File: src/rtl/cpu_sequencer.sv
// cpu_sequencer: eight-phase instruction sequencer for the basic CPU.
// One instruction takes exactly 8 enabled cycles. The phase register and the
// halted flag are the only state. Every output is decoded combinationally from
// that state and from enable, opcode and zero.
// Ports:
//   clk, rst      rising-edge clock, async active-high reset
//   enable        1 = advance one phase per cycle, 0 = stall
//   opcode        IR[7:5]; decoded only in phases 4..7
//   zero          accumulator == 0
//   sel           address mux (1 = PC, 0 = IR operand)
//   rd, wr        memory read enable / write strobe
//   ld_ir         IR load strobe
//   inc_pc, ld_pc PC increment / load strobes
//   ld_ac         accumulator load strobe
//   data_e        accumulator drives the data bus
//   halt          processor halted (or about to halt)
//   phase         current phase, for trace
module cpu_sequencer (
  input  logic       clk,
  input  logic       rst,
  input  logic       enable,
  input  logic [2:0] opcode,
  input  logic       zero,
  output logic       sel,
  output logic       rd,
  output logic       ld_ir,
  output logic       inc_pc,
  output logic       ld_pc,
  output logic       ld_ac,
  output logic       wr,
  output logic       data_e,
  output logic       halt,
  output logic [2:0] phase
);

  typedef enum logic [2:0] {
    INST_ADDR  = 3'd0,
    INST_FETCH = 3'd1,
    INST_LOAD  = 3'd2,
    IDLE       = 3'd3,
    OP_ADDR    = 3'd4,
    OP_FETCH   = 3'd5,
    ALU_OP     = 3'd6,
    STORE      = 3'd7
  } phase_e;

  localparam logic [2:0] OP_HLT = 3'd0;
  localparam logic [2:0] OP_SKZ = 3'd1;
  localparam logic [2:0] OP_ADD = 3'd2;
  localparam logic [2:0] OP_AND = 3'd3;
  localparam logic [2:0] OP_XOR = 3'd4;
  localparam logic [2:0] OP_LDA = 3'd5;
  localparam logic [2:0] OP_STO = 3'd6;
  localparam logic [2:0] OP_JMP = 3'd7;

  phase_e state, state_nxt;
  logic   halted, halted_nxt;

  // Raw strobe decode, before gating with enable.
  logic s_ld_ir, s_inc_pc, s_ld_pc, s_ld_ac, s_wr;
  logic aluop;

  always_ff @(posedge clk or posedge rst) begin
    if (rst) begin
      state  <= INST_ADDR;
      halted <= 1'b0;
    end else begin
      state  <= state_nxt;
      halted <= halted_nxt;
    end
  end

  always_comb begin
    state_nxt  = state;
    halted_nxt = halted;
    sel        = 1'b0;
    rd         = 1'b0;
    data_e     = 1'b0;
    halt       = 1'b0;
    s_ld_ir    = 1'b0;
    s_inc_pc   = 1'b0;
    s_ld_pc    = 1'b0;
    s_ld_ac    = 1'b0;
    s_wr       = 1'b0;
    aluop      = (opcode == OP_ADD) || (opcode == OP_AND) ||
                 (opcode == OP_XOR) || (opcode == OP_LDA);

    // A stall blocks every state change, halt entry included.
    if (!halted && enable) begin
      if (state == OP_ADDR && opcode == OP_HLT) halted_nxt = 1'b1;
      else                                      state_nxt  = phase_e'(state + 3'd1);
    end

    if (halted) begin
      halt = 1'b1;
    end else begin
      unique case (state)
        INST_ADDR:  sel = 1'b1;
        INST_FETCH: begin sel = 1'b1; rd = 1'b1; end
        INST_LOAD, IDLE: begin
          // IR captures on both edges; opcode is stable from phase 3 on.
          sel = 1'b1; rd = 1'b1; s_ld_ir = 1'b1;
        end
        OP_ADDR: begin
          halt     = (opcode == OP_HLT);
          s_inc_pc = (opcode != OP_HLT);
        end
        OP_FETCH: rd = aluop;
        ALU_OP: begin
          rd       = aluop;
          s_inc_pc = (opcode == OP_SKZ) && zero;
          s_ld_pc  = (opcode == OP_JMP);
          data_e   = (opcode == OP_STO);
        end
        STORE: begin
          // Bus is already driven in phase 6, so data is settled before wr.
          rd      = aluop;
          s_ld_ac = aluop;
          s_ld_pc = (opcode == OP_JMP);
          s_wr    = (opcode == OP_STO);
          data_e  = (opcode == OP_STO);
        end
        default: ;
      endcase
    end
  end

  // Strobes are edge-effective actions and must not repeat during a stall;
  // level outputs keep their phase decode.
  assign ld_ir  = s_ld_ir  & enable;
  assign inc_pc = s_inc_pc & enable;
  assign ld_pc  = s_ld_pc  & enable;
  assign ld_ac  = s_ld_ac  & enable;
  assign wr     = s_wr     & enable;
  assign phase  = state;

endmodule

File: config.mk
export PLATFORM = sky130hd
export DESIGN_NAME = cpu_sequencer
export DESIGN_NICKNAME = d
export VERILOG_FILES = /design/src/rtl/cpu_sequencer.sv
export SDC_FILE = /design/constraint.sdc
export NUM_CORES = 1
export LEC_CHECK = 0
export CORE_AREA = 2 2 39 41
export CTS_BUF_LIST = sky130_fd_sc_hd__clkbuf_4
export CTS_CLUSTER_SIZE = 10
export DETAILED_ROUTE_END_ITERATION = 10
export DIE_AREA = 0 0 41 43
export PLACE_DENSITY_LB_ADDON = 0.25
export SYNTH_ARGS = -nofsm -noshare
export SYNTH_HDL_FRONTEND = slang
export SYNTH_SLANG_ARGS = --single-unit
File: constraint.sdc
create_clock -name clk -period 2 [get_ports clk]
set_input_delay 0.2 -clock clk [delete_from_list [all_inputs] [get_ports clk]]
set_output_delay 0.2 -clock clk [all_outputs]
set_load 0.03 [all_outputs]
# Word level (Yosys, flattened, before mapping)

Index checks and enable logic that the tools add are counted.

Register bits: 4
Latch bits: 0
RAM bits: 0
Memory bits (read-only): 0
Bits of input ports: 7
Output and inout bits: 12
Logic and storage cells: 58
Memories kept: 0

$add $sub $neg: 1
Multipliers: 0
Divide/modulo/power cells: 0
Order comparisons: 0
Equality and inequality tests: 14
Shift-type cells: 0
Mux-type cells: 18
Bitwise gates (word level): 6
Reduce and logical (&&, ||, !) cells: 17

Operators with widths:

| kind                                                             | count |
|---|---|
| 3-bit == test (second input constant)                            | 8 |
| 1-bit 2-to-1 mux                                                 | 16 |
| 3-bit by 2-bit == test with 1-bit output (second input constant) | 4 |
| 3-bit by 1-bit == test with 1-bit output (second input constant) | 2 |
| 3-bit zero test                                                  | 2 |
| 3-bit OR reduction                                               | 2 |
| 1-bit bitwise AND                                                | 5 |
| 1-bit case mux with 2 select lines                               | 2 |
| 2-bit AND reduction                                              | 2 |
| 2-bit OR reduction                                               | 2 |
| 4-bit OR reduction                                               | 1 |
| 3-bit by 1-bit adder with 3-bit output (second input constant)   | 1 |
| 1-bit logical AND                                                | 3 |
| 1-bit logical OR                                                 | 3 |
| 3-bit nonzero test                                               | 1 |
| 1-bit zero test                                                  | 1 |
| 1-bit NOT                                                        | 1 |

# Logic depth before layout (Yosys ltp)

Word-level depth: 7
Mapped depth: 5
Depth with buffers taken out: 5

# Worst setup path after synthesis

OpenSTA, ideal clock, no wires.

Path kind: reg2out
Start point: register state[0], in the netlist phase[0]
End point: output ld_pc
Arrival time: 2.036 ns
Data required time: 1.800 ns
Setup slack: -0.236 ns
Stages on the path, launching flop included: 5
Path buffers: 0
Cells stage by stage: dfrtp_1 > ha_1 > ha_1 > a21oi_1 > nor4bb_1

Word-level cells in the longest chain between the ends: 5
Elaborated cells on any way between the ends: 6
Those cells by class: eq/ne: 2; mux: 2; bitwise: 1; reduce/logical: 1

RTL lines:

| item                                    | RTL line | source |
|---|---|---|
| start, declared                         | 56       | `phase_e state, state_nxt;` |
| start signal, assigned                  | 68       | `state <= state_nxt;` |
| 3-bit == test                           | 97       | `unique case (state)` |
| 2-bit OR reduction (no source line) (*) | -        |  |
| 1-bit 2-to-1 mux (*)                    | -        |  |
| 1-bit 2-to-1 mux (*)                    | 94       | `if (halted) begin` |
| 1-bit bitwise AND (*)                   | 132      | `assign ld_pc = s_ld_pc & enable;` |
| end, declared                           | 28       | `output logic ld_pc,` |

Every way passes the cells marked *; elsewhere a longest branch is shown, timed or not.

# Final worst setup path

Start point: register state[1], in the netlist phase[1]
End point: output ld_pc

The elaborated chain is that of the path after synthesis.

==> results.md <==
- Inserted Clock Buffers: 3
- Syn avg cell area: 8.47 um2
- Total congestion overflow: 0
- Drt drc: 0
- CTS Buffer Depth: 2
- Crit start category: flop
- 1st-iter DRT viols: 2
- Slew headroom: 0.797
- Crit Path Max Fanout: 3
- Initial antenna violation count: 0
- Max-cap violations: 0
- Required @ worst endpoint: 1800 ps
- Pin count of the biggest net entering global routing: 10
- Area contributors post-synth: dfrtp_1 25%, ha_1 18%, a31oi_1 4.6%, inv_1 4.6%, o21ai_4 4.0%
- Final GP Congestion: 0.719
- TritonCTS clock tree: yes
- Clock Skew: 0.571 ps
- Via/cell ratio: 4.74
- First-pass GRT wire length: 1680 um
- Vias in the first global route: 426
- Fmax: 0.533 GHz
- Flops & latches, synth: 4
- Core area: 1380 um2
- Area after DPL: 641 um2
- Final ANT Viol Nets: 0
- Final HPWL DP: 824 um
- Synthesis-to-finish area growth: 63.7%
- Yosys warnings: 0
- Router iterations before antenna repair: 3
- Seq/Total Area, Yosys: 0.246
- Clk_lat worst skew: 230 ps
- CP arrival: 1680 ps
- Syn nets: 61
- Post-Syn Instances: 48
- Start of the worst register-to-register path: phase[0]
- CP Capture Type: primary output
- Post-route cell area: 666 um2
- Hold Path Class: in2async
- R2r setup slk: 520 ps
- Slew @ Worst Pin: 303 ps
- Largest family of logic cells by synthesized area: simple AND/OR/NAND/NOR gates
- Adder-cell area share of the yosys netlist: 0.185
- Cell variety after synth: 26
- Pins Over Slew Limit: 0
- CTS clk-pin slew, worst paths: 40 ps
- Period utilization: 0.939
- RSZ-0062 raised after global routing: no
- Die height: 43 um
- Post-Place Cells: 87
- Nets@finish: 90
- Final Non-Filler Cells: 91
- Most common cell in the netlist: ha_1
- Hold Fails Final Rpt: 0
- Synth Area in Simple Gates: 0.265
- Root Buffer: clkbuf_4
- Area leader, netlist: dfrtp_1
- Synth top area share: 0.246
- Max H-tree Level: 1
- N_diodes: 0
- Async SR Flop Fraction: 1.00
- Multiplexer share of the synthesized area: 0.0277
- Vias: 431
- XOR/XNOR share of the synthesized area: 0.0431
- CTS Hold Buffers Added: 0
- Synth Area in Compound Gates: 0.178
- Top post-synthesis cells by count: 6 x ha_1, 5 x inv_1, 4 x dfrtp_1, 4 x nor2_1
- FF-to-FF End: phase[1]
- Total Wirelength: 1030 um
- Die width: 41 um
- Clock tree sinks: 4
- Setup crit start: phase[1]
- Total die area: 1760 um2
- Fin crit period: 1880 ps
- Number of synthesized flops with an enable pin: 0
- Fillcell total: 144
- Synth Flop Type: dfrtp_1
- Fraction of layout cells with a size suffix above 1: 0.307
- Io pins: 19
- Min Hold Slack: 149 ps
- Synthesized area: 407 um2
- Setup Crit Path Kind: reg2out
- Maximum VDD drop: 0.000821 V
- Worst r2r path cells: 6
- Initial Util: 0.294
- Final setup viols: 0
- Wire length per cell: 11.3 um
- Power Density: 1550 nW/um2
- Port bufs: 18
- Outcome: finished clean
- Leak: 0.000318 uW
- Num rows: 14
- GRT Resource Usage Total: 0.140
layout by cell type (no fill, tap or decap), types with 2 or more instances in the layout:
cell / count
a21oi_1: 3
a31oi_1: 3
buf_4: 15
clkbuf_4: 3
clkdlybuf4s50_1: 9
dfrtp_1: 4
ha_1: 6
inv_1: 5
nand2_1: 3
nor2_1: 4
nor3_1: 2
per-stage QoR:
stage / setup TNS [ps] / power, uW / setup WS (ps) / utilization
after global routing: 0 / 1130 / 36.6 / 0.481
after global placement: 0 / 931 / 19.0 / 0.463
after floorplan: 0 / 624 / 36.1 / -
final: 0 / 1030 / 123 / 0.481
after CTS: 0 / 1040 / 32.9 / 0.480
after detailed placement: -19.4 / 935 / -19.4 / 0.463
area by class of cell:
type / count / area (um2) / area share
Multi-Input combinational cell: 38 / 297 / 0.445
Timing Repair Buffer: 25 / 208 / 0.312
Sequential cell: 4 / 100 / 0.150
Clock buffer: 3 / 22.5 / 0.0338
Tap cell: 16 / 20.0 / 0.0301
Inverter: 5 / 18.8 / 0.0282
sequential cells by signal, indices dropped and copies added, names as in the netlist:
| name | count |
|---|---|
| phase | 3 |
| halted | 1 |
critical path: stages, from the launching register on:
cell      delay [ps]
dfrtp_1          390
buf_4            150
ha_1             190
ha_1             210
a21oi_1          240
nor4bb_2          90
buf_4            180
power by group:
part | internal (uW) | switching (uW)
logic | 341 | 429
registers | 124 | 41.9
clock network | 66.9 | 29.3
worst max-delay path by stage:
stage,to,slack (ps),depth (start not counted)
6_report,ld_pc,120,6
5_1_grt,ld_pc,40,6
4_1_cts,sel,30,6
3_5_place_dp,sel,-20,6
3_3_place_gp,sel,20,6
2_1_floorplan,ld_pc,40,4
kinds of logic (layout without fill, tap and decap cells):
family | count (synthesis) | in the layout
and+or+nand+nor | 19 | 19
AOI/OAI and AO/OA | 10 | 10
adders and majority gates | 6 | 6
buffers and inverters | 6 | 33
DFF | 4 | 4
xor gates and xnor gates | 2 | 2
muxes | 1 | 1
routing by layer:
metal	part of all wire	routed length [um]	global-route usage	vias up
li1	-	-	-	224
met5	0	0	0	-
met3	0.020	21	0.0366	0
met2	0.55	561	0.206	5
met1	0.43	445	0.172	202
met4	0	0	0.0867	0
timing repair:
item                       CTS  global route
resized for setup            3             2
setup buffers                0             1
setup endpoints to repair    1             1
Note: power is estimated with default switching activity, not from simulation.
